## config.mk

```make
export PLATFORM = sky130hd
export DESIGN_NAME = mem_stage
export DESIGN_NICKNAME = d
export VERILOG_FILES = /design/src/rtl/mem_stage.sv
export SDC_FILE = /design/constraint.sdc
export NUM_CORES = 1
export LEC_CHECK = 0
export CELL_PAD_IN_SITES_DETAIL_PLACEMENT = 0
export CELL_PAD_IN_SITES_GLOBAL_PLACEMENT = 1
export CORE_UTILIZATION = 33
export CTS_BUF_LIST = sky130_fd_sc_hd__clkbuf_8
export DETAILED_ROUTE_END_ITERATION = 10
export PLACE_DENSITY_LB_ADDON = 0.3
export SLEW_MARGIN = 20
export SYNTH_ARGS = -nofsm -noshare
export SYNTH_HDL_FRONTEND = slang
export SYNTH_SLANG_ARGS = --single-unit
```

## constraint.sdc

```tcl
create_clock -name clk -period 8.1 [get_ports clk]
set_clock_uncertainty 0.1 [all_clocks]
set_input_delay 1.62 -clock clk [delete_from_list [all_inputs] [get_ports clk]]
set_output_delay 1.62 -clock clk [all_outputs]
set_load 0.03 [all_outputs]
```

## src/rtl/mem_stage.sv

```systemverilog
// Memory stage: load/store over a req/gnt/rvld data-memory handshake with lane steering,
// load extension and misalignment traps. Define MEM_TIMEOUT_EN to abort accesses stuck in REQ/WAIT.
module mem_stage #(
  parameter int unsigned TIMEOUT_CYCLES = 255
) (
  input  logic        clk,
  input  logic        rst,
  input  logic [31:0] EX_alu_res,
  input  logic [31:0] EX_mem_din,
  input  logic        EX_vld,
  input  logic        EX_mem_rd,
  input  logic        EX_mem_wr,
  input  logic [1:0]  EX_mem_size,
  input  logic        EX_mem_uns,
  input  logic [4:0]  EX_rd_idx,
  output logic        MEM_stall,
  output logic        dmem_req,
  output logic        dmem_we,
  output logic [31:0] dmem_addr,
  output logic [3:0]  dmem_be,
  output logic [31:0] dmem_wdata,
  input  logic        dmem_gnt,
  input  logic        dmem_rvld,
  input  logic [31:0] dmem_rdata,
  output logic [31:0] MEM_res,
  output logic [4:0]  MEM_rd_idx,
  output logic        MEM_vld,
  output logic        MEM_exc
);

  typedef enum logic [1:0] {IDLE, REQ, WAIT} state_t;

  localparam logic [31:0] EXC_VAL = 32'hbaadbeef;

  function automatic logic mem_bad(input logic rd, input logic wr,
                                   input logic [1:0] size, input logic [1:0] a);
    logic b;
    b = (size == 2'b11) | ((size == 2'b01) & a[0]) |
        ((size == 2'b10) & (a != 2'b00)) | (rd & wr);
    return (rd | wr) & b;
  endfunction

  function automatic logic [3:0] byte_en(input logic [1:0] size, input logic [1:0] a);
    logic [3:0] be;
    case (size)
      2'b00:   be = 4'b0001 << a;
      2'b01:   be = a[1] ? 4'b1100 : 4'b0011;
      default: be = 4'b1111;
    endcase
    return be;
  endfunction

  function automatic logic [31:0] store_lanes(input logic [1:0] size, input logic [31:0] d);
    logic [31:0] w;
    case (size)
      2'b00:   w = {4{d[7:0]}};
      2'b01:   w = {2{d[15:0]}};
      default: w = d;
    endcase
    return w;
  endfunction

  function automatic logic [31:0] load_fmt(input logic [31:0] w, input logic [1:0] a,
                                           input logic [1:0] size, input logic uns);
    logic signed [7:0]  b;
    logic signed [15:0] h;
    logic [31:0]        r;
    case (a)
      2'd0:    b = w[7:0];
      2'd1:    b = w[15:8];
      2'd2:    b = w[23:16];
      default: b = w[31:24];
    endcase
    h = a[1] ? w[31:16] : w[15:0];
    case (size)
      2'b00:   r = uns ? {24'b0, b} : {{24{b[7]}}, b};
      2'b01:   r = uns ? {16'b0, h} : {{16{h[15]}}, h};
      default: r = w;
    endcase
    return r;
  endfunction

  state_t state, state_nxt;

  logic        vld_p0;
  logic [31:0] addr_p0;
  logic [31:0] data_p0;
  logic        rd_p0;
  logic        wr_p0;
  logic [1:0]  size_p0;
  logic        uns_p0;
  logic [4:0]  rd_idx_p0;

  logic ex_go;
  logic mem_p0, bad_p0, ok_p0;
  logic req_live, done_st, done_ld, done, abort, load_en;
  logic tmo_hit;

  assign ex_go  = EX_vld & (EX_mem_rd | EX_mem_wr) &
                  ~mem_bad(EX_mem_rd, EX_mem_wr, EX_mem_size, EX_alu_res[1:0]);
  assign mem_p0 = rd_p0 | wr_p0;
  assign bad_p0 = mem_bad(rd_p0, wr_p0, size_p0, addr_p0[1:0]);
  assign ok_p0  = vld_p0 & mem_p0 & ~bad_p0;

  // A store completes on its grant; a load only on rvld seen in WAIT, never on the grant cycle.
  assign req_live = (state == REQ) & ~tmo_hit;
  assign done_st  = req_live & wr_p0 & dmem_gnt;
  assign done_ld  = (state == WAIT) & dmem_rvld;
  assign done     = done_st | done_ld;
  assign abort    = tmo_hit & ~done;

  assign MEM_stall = ok_p0 & ~done & ~abort;
  assign load_en   = ~MEM_stall;

`ifdef MEM_TIMEOUT_EN
  localparam int CNT_W = ($clog2(TIMEOUT_CYCLES + 1) < 8) ? 8 : $clog2(TIMEOUT_CYCLES + 1);

  logic [CNT_W-1:0] tmo_cnt;

  always_ff @(posedge clk) begin
    if (rst) begin
      tmo_cnt <= '0;
    end else if (load_en & ex_go) begin
      tmo_cnt <= '0;
    end else if (state != IDLE) begin
      tmo_cnt <= tmo_cnt + 1'b1;
    end
  end

  assign tmo_hit = (state != IDLE) && (tmo_cnt == CNT_W'(TIMEOUT_CYCLES));
`else
  logic tmo_unused;

  assign tmo_unused = ^TIMEOUT_CYCLES;
  assign tmo_hit    = 1'b0;
`endif

  // Stage p0: captured EX result; control fields reset, payload free-running.
  always_ff @(posedge clk) begin
    if (rst) begin
      state  <= IDLE;
      vld_p0 <= 1'b0;
    end else begin
      state <= state_nxt;
      if (load_en) vld_p0 <= EX_vld;
    end
  end

  always_ff @(posedge clk) begin
    if (load_en) begin
      addr_p0   <= EX_alu_res;
      data_p0   <= EX_mem_din;
      rd_p0     <= EX_mem_rd;
      wr_p0     <= EX_mem_wr;
      size_p0   <= EX_mem_size;
      uns_p0    <= EX_mem_uns;
      rd_idx_p0 <= EX_rd_idx;
    end
  end

  always_comb begin
    state_nxt  = state;
    dmem_req   = 1'b0;
    dmem_we    = 1'b0;
    dmem_addr  = 32'b0;
    dmem_be    = 4'b0;
    dmem_wdata = 32'b0;
    MEM_vld    = 1'b0;
    MEM_exc    = 1'b0;
    MEM_res    = 32'b0;
    MEM_rd_idx = 5'b0;

    // Any edge that loads p0 also picks the next state from what is being captured.
    if (load_en) begin
      state_nxt = ex_go ? REQ : IDLE;
    end else if (req_live && dmem_gnt) begin
      state_nxt = WAIT;
    end

    if (req_live) begin
      dmem_req   = 1'b1;
      dmem_we    = wr_p0;
      dmem_addr  = {addr_p0[31:2], 2'b00};
      dmem_be    = byte_en(size_p0, addr_p0[1:0]);
      dmem_wdata = store_lanes(size_p0, data_p0);
    end

    if (vld_p0 && !mem_p0) begin
      MEM_vld = 1'b1;
      MEM_res = addr_p0;
    end else if (vld_p0 && bad_p0) begin
      MEM_vld = 1'b1;
      MEM_exc = 1'b1;
      MEM_res = EXC_VAL;
    end else if (done_st) begin
      MEM_vld = 1'b1;
    end else if (done_ld) begin
      MEM_vld = 1'b1;
      MEM_res = load_fmt(dmem_rdata, addr_p0[1:0], size_p0, uns_p0);
    end else if (abort) begin
      MEM_vld = 1'b1;
      MEM_exc = 1'b1;
      MEM_res = EXC_VAL;
    end

    if (MEM_vld) MEM_rd_idx = rd_idx_p0;
  end

endmodule
```

; ---- After elaboration in Yosys (flattened, before gate mapping)
; Index checks and enable logic that the tools add are counted.
[totals]
ff_bits = 77
latchBits = 0
mem_bits_rw = 0
romBits = 0
output_inout_bits = 110
wordCells = 84
memories = 0
[classes]
addsub = 0
n_mul = 0
div = 0
n_lt_le_gt_ge = 0
eq_ne = 11
shift = 1
n_mux = 27
bitwise_logic = 28
reduce_logical = 8
[ops]
columns = op, n
row1 = 32-bit two-way mux, 8
row2 = 32-bit case mux with 2 select lines, 2
row3 = 8-bit case mux with 3 select lines, 1
row4 = 1-bit AND, 16
row5 = 16-bit two-way mux, 1
row6 = "2-bit equality test, second input constant", 6
row7 = 1-bit two-way mux, 9
row8 = 1-bit OR, 9
row9 = "2-bit by 1-bit equality test with 1-bit output, second input constant", 4
row10 = 4-bit two-way mux, 2
row11 = 4-bit case mux with 2 select lines, 1
row12 = 5-bit two-way mux, 1
row13 = 2-bit logical NOT, 2
row14 = 2-bit two-way mux, 2
row15 = 2-bit nonzero test, 2
row16 = "1-bit by 2-bit left shift with 4-bit output, first input constant", 1
row17 = 1-bit logical AND, 3
row18 = 1-bit NOT, 3
row19 = "2-bit by 1-bit != test with 1-bit output, second input constant", 1
row20 = 1-bit logical NOT, 1

; ---- Logic depth before layout (Yosys ltp)
[depth]
depth_word = 10
mapped_depth = 6
depth_no_buf = 5

; ---- Least setup slack after synthesis
; No wires, ideal clock.
[synth_path]
path_type = input to output
from = input dmem_gnt
to = output MEM_stall
t_arrival_ns = 4.497
required_ns = 6.380
slack_ns = 1.883
cell_stages = 3
n_path_buf = 0
cell_sequence = a21oi_1 > o2111ai_2 > inv_1
[synth_via]
elab_chain_cells = 4
[synth_rtl]
columns = item, line
row1 = start: declaration, 22  ; input logic dmem_gnt,
row2 = 1-bit AND, 107  ; assign done_st = req_live & wr_p0 & dmem_gnt;
row3 = 1-bit OR, 109  ; assign done = done_st | done_ld;
row4 = 1-bit NOT, 112  ; assign MEM_stall = ok_p0 & ~done & ~abort;
row5 = 1-bit AND, 112
row6 = end: declaration, 16  ; output logic MEM_stall,
; Every way passes these cells.

; ---- Worst setup path after layout
[layout_path]
from = input dmem_rvld
to = output MEM_res[17]
[layout_via]
elab_chain_cells = 5
[layout_rtl]
columns = item, line
row1 = start: declaration, 23  ; input logic dmem_rvld,
row2 = 1-bit AND, 108  ; assign done_ld = (state == WAIT) & dmem_rvld;
row3 = 32-bit two-way mux, 197  ; end else if (done_ld) begin
row4 = 32-bit two-way mux, 195  ; end else if (done_st) begin
row5 = 32-bit two-way mux, 191  ; end else if (vld_p0 && bad_p0) begin
row6 = 32-bit two-way mux, 188  ; if (vld_p0 && !mem_p0) begin
row7 = end: declaration, 25  ; output logic [31:0] MEM_res,
; Every way passes these cells.

==> key figures <==
Outcome
  – Outcome: finished clean

Clocking
  – Inserted Clock Buffers: 9
  – Post-CTS Resized: 0
  – Post-CTS Setup Inserts: 0
  – Post-cts hold buffer count: 0
  – CTS Root Cell: clkbuf_8
  – H-Tree Depth: 3
  – CTS tree: done
  – Clk slew on worst S/H paths: 0.07 ns
  – Worst-skew pair later-pin latency: 0.36 ns
  – Clock sinks: 77
  – CTS max path bufs: 2

Logic synthesis
  – Synth top area share: 0.506
  – Synthesized flop and latch total: 77
  – FFs w/ async S/R, synth: 0
  – Most common library cells after synthesis: edfxtp_1, nand2_1, nor2_1
  – Mean Syn Cell Area: 10.1 um2
  – Synth warn: 0
  – Most frequent cell after synthesis: edfxtp_1
  – Synth Cell Area: 0.00440 mm2
  – Netlist cell types: 54
  – Number of synthesized flops with an enable pin: 74
  – Cells after Synth: 437
  – Synth area leaders: edfxtp_1, and2_1, mux2i_1
  – Leading area contributor after synthesis: edfxtp_1
  – Seq/Total Area, Yosys: 0.519
  – Dominant synthesized flop cell: edfxtp_1

Setup path
  – Endpoint class of the critical path: output pin
  – Crit start category: primary input
  – Crit path DAT: 4.19 ns
  – Critical path class: primary input to output pin
  – Worst Path Required: 6.38 ns
  – Crit path max fanout: 15

Power and ir drop
  – Clock group share of total power: 0.277
  – Seq pwr share: 0.475
  – PwrDens: 148 mW/mm2
  – Sw Pwr: 0.000295 W
  – Sw frac: 0.290
  – Worst vdd ir: 0.000116 V
  – Internal: 0.000724 W
  – Static leakage: 2.53 nW
  – Gate power share: 0.248

Floorplanning
  – Core Box Area: 0.0128 mm2
  – Die Footprint: 0.0138 mm2
  – Die W: 117 um
  – Initial Util: 0.343
  – Die H: 117 um
  – Ports: 221
  – FP Rows: 41

Layout
  – Fillers: 1199
  – Share of cells above drive strength 1: 0.0528
  – Area of the multi-input gates: 0.00194 mm2
  – Fin nets: 750
  – Register area: 0.00228 mm2
  – N_diodes: 0
  – Syn-to-layout area delta: 56.2%
  – Post-route cell area: 0.00687 mm2

Global routing
  – Total grt overflow: 0
  – Overall routing resource usage: 0.217
  – Largest net degree at the start of global routing: 78
  – First-pass GRT wire length: 23100 um
  – Initial antenna violation count: 0
  – Number of global-route vias before repair: 4170

Drt
  – Antenna Violating Nets Remaining: 0
  – Number of detailed-route iterations in the first pass: 4
  – DR vias/cell: 5.04
  – DRT Wirelength: 14700 um
  – Iter 0 DRT Violations: 295
  – WL per Instance: 18.0 um
  – Remaining DRCs: 0
  – Routed vias: 4111

Placement
  – Placer Congestion: 0.893
  – Port buffer count: 218
  – Hpwl dp: 10700 um
  – Placed cell area: 0.00669 mm2

Timing
  – Worst-Margin Slew: 1.01 ns
  – Hold Worst Slack: 0.438 ns
  – Clock period minus worst slack: 5.91 ns
  – Final worst-path cycle share: 0.729
  – Setup Total Neg Slack: 0 ns
  – Slew Limit Fails: 0
  – Unrepaired setup endpoints after global routing: false
  – Max Clk Rate: 0.169 GHz
  – Final setup vio count: 0
  – Final hold violations: 0
  – Slew margin rel.: 0.328

Flow run
  – Number of max-cap violations: 0

Worst hold path
  – Hold crit path type: register to register
## cell families after synthesis
kind of cell           after synthesis  share of synthesized area
XOR/XNOR                             1                    0.00199
AO/OA/AOI/OAI                       97                      0.144
multiplexers                        26                     0.0629
other                                1                   0.000853
buffers and inverters               41                     0.0433
flip-flops                          77                      0.519
AND/OR/NAND/NOR                    194                      0.228
## critical path, cell delays in order
cell and delay [ns]:
clkdlybuf4s50_1 0.48, nand3b_1 0.53, nor3_4 0.62, a32o_1 0.26, clkdlybuf4s50_1 0.67
## power groups by stage
stage / registers (W) / clock network [W] / logic, W
after global placement: 0.000491 / 0 / 0.000251
after global routing: 0.000488 / 0.000307 / 0.000269
after CTS: 0.000484 / 0.000294 / 0.000255
after floorplan: 0.000485 / 0 / 0.000135
final: 0.000484 / 0.000282 / 0.000253
after detailed placement: 0.000493 / 0 / 0.000253
## sequential cells by signal (all words and copies together), names as in the netlist
register,count
wr_p0,1
data_p0,32
uns_p0,1
vld_p0,1
rd_idx_p0,5
state,2
addr_p0,32
rd_p0,1
size_p0,2
## placed cells by master, fill, tap and decap left out, types with 2 or more instances in the layout
| master | Yosys | routed |
|---|---|---|
| conb_1 | 1 | 2 |
| nand2_1 | 54 | 54 |
| a22o_1 | 2 | 2 |
| and2_1 | 41 | 41 |
| nand3_1 | 13 | 13 |
| mux2i_1 | 22 | 22 |
| a31oi_1 | 6 | 6 |
| inv_2 | 1 | 2 |
| clkdlybuf4s50_1 | 0 | 218 |
| clkinv_2 | 0 | 2 |
| mux2_2 | 2 | 2 |
| a21o_1 | 2 | 2 |
| clkbuf_8 | 0 | 9 |
| o21ai_0 | 13 | 13 |
| a222oi_1 | 2 | 2 |
| edfxtp_1 | 74 | 74 |
| inv_1 | 8 | 9 |
| nor3_4 | 2 | 2 |
| nor2b_1 | 15 | 15 |
| a32o_1 | 7 | 7 |
| nor3_2 | 3 | 3 |
| or2_2 | 2 | 2 |
| a221oi_1 | 4 | 4 |
| buf_4 | 2 | 3 |
| nor2_1 | 44 | 44 |
| dfxtp_1 | 3 | 3 |
| o22ai_1 | 11 | 11 |
| nand2b_1 | 5 | 5 |
| nor3_1 | 3 | 3 |
| a21oi_1 | 35 | 35 |
| nand3b_1 | 3 | 3 |
| o211ai_1 | 6 | 6 |
## path summary, 6_finish.rpt
path | from | to | slack, ns | cells past startpoint
max | dmem_rvld | MEM_res[17] | 2.19 | 5
min | state[0] | state[0] | 0.44 | 2
max reg2reg | state[1] | addr_p0[19] | 4.84 | 5
min reg2reg | state[0] | state[0] | 0.44 | 2
## routing by layer
metal,GRT usage,vias to the layer above,wire length (um)
li1,-,1976,-
met1,0.266,1921,6200
met2,0.352,193,6810
met3,0.0807,21,1440
met4,0.0674,0,259
met5,0,-,0
## stage by stage
| step | worst slack [ns] | cells | utilization | power, W |
|---|---|---|---|---|
| final | 2.19 | 816 | 0.536 | 0.00102 |
| after global routing | 2.08 | 816 | 0.536 | 0.00106 |
| after CTS | 2.20 | 816 | 0.536 | 0.00103 |
| after detailed placement | 2.20 | 800 | 0.521 | 0.000746 |
| after global placement | 2.24 | 799 | 0.520 | 0.000743 |
| after floorplan | 1.88 | 438 | - | 0.000620 |
## layout make-up
class                   count  area share
repair buffers            222       0.323
clock inverters             7     0.00856
clock buffers               9      0.0180
well taps                 172      0.0313
multi-input cells         320       0.282
flip-flops and latches     77       0.332
inverters                   9     0.00492
No activity file was read; power rests on OpenSTA's default activity.
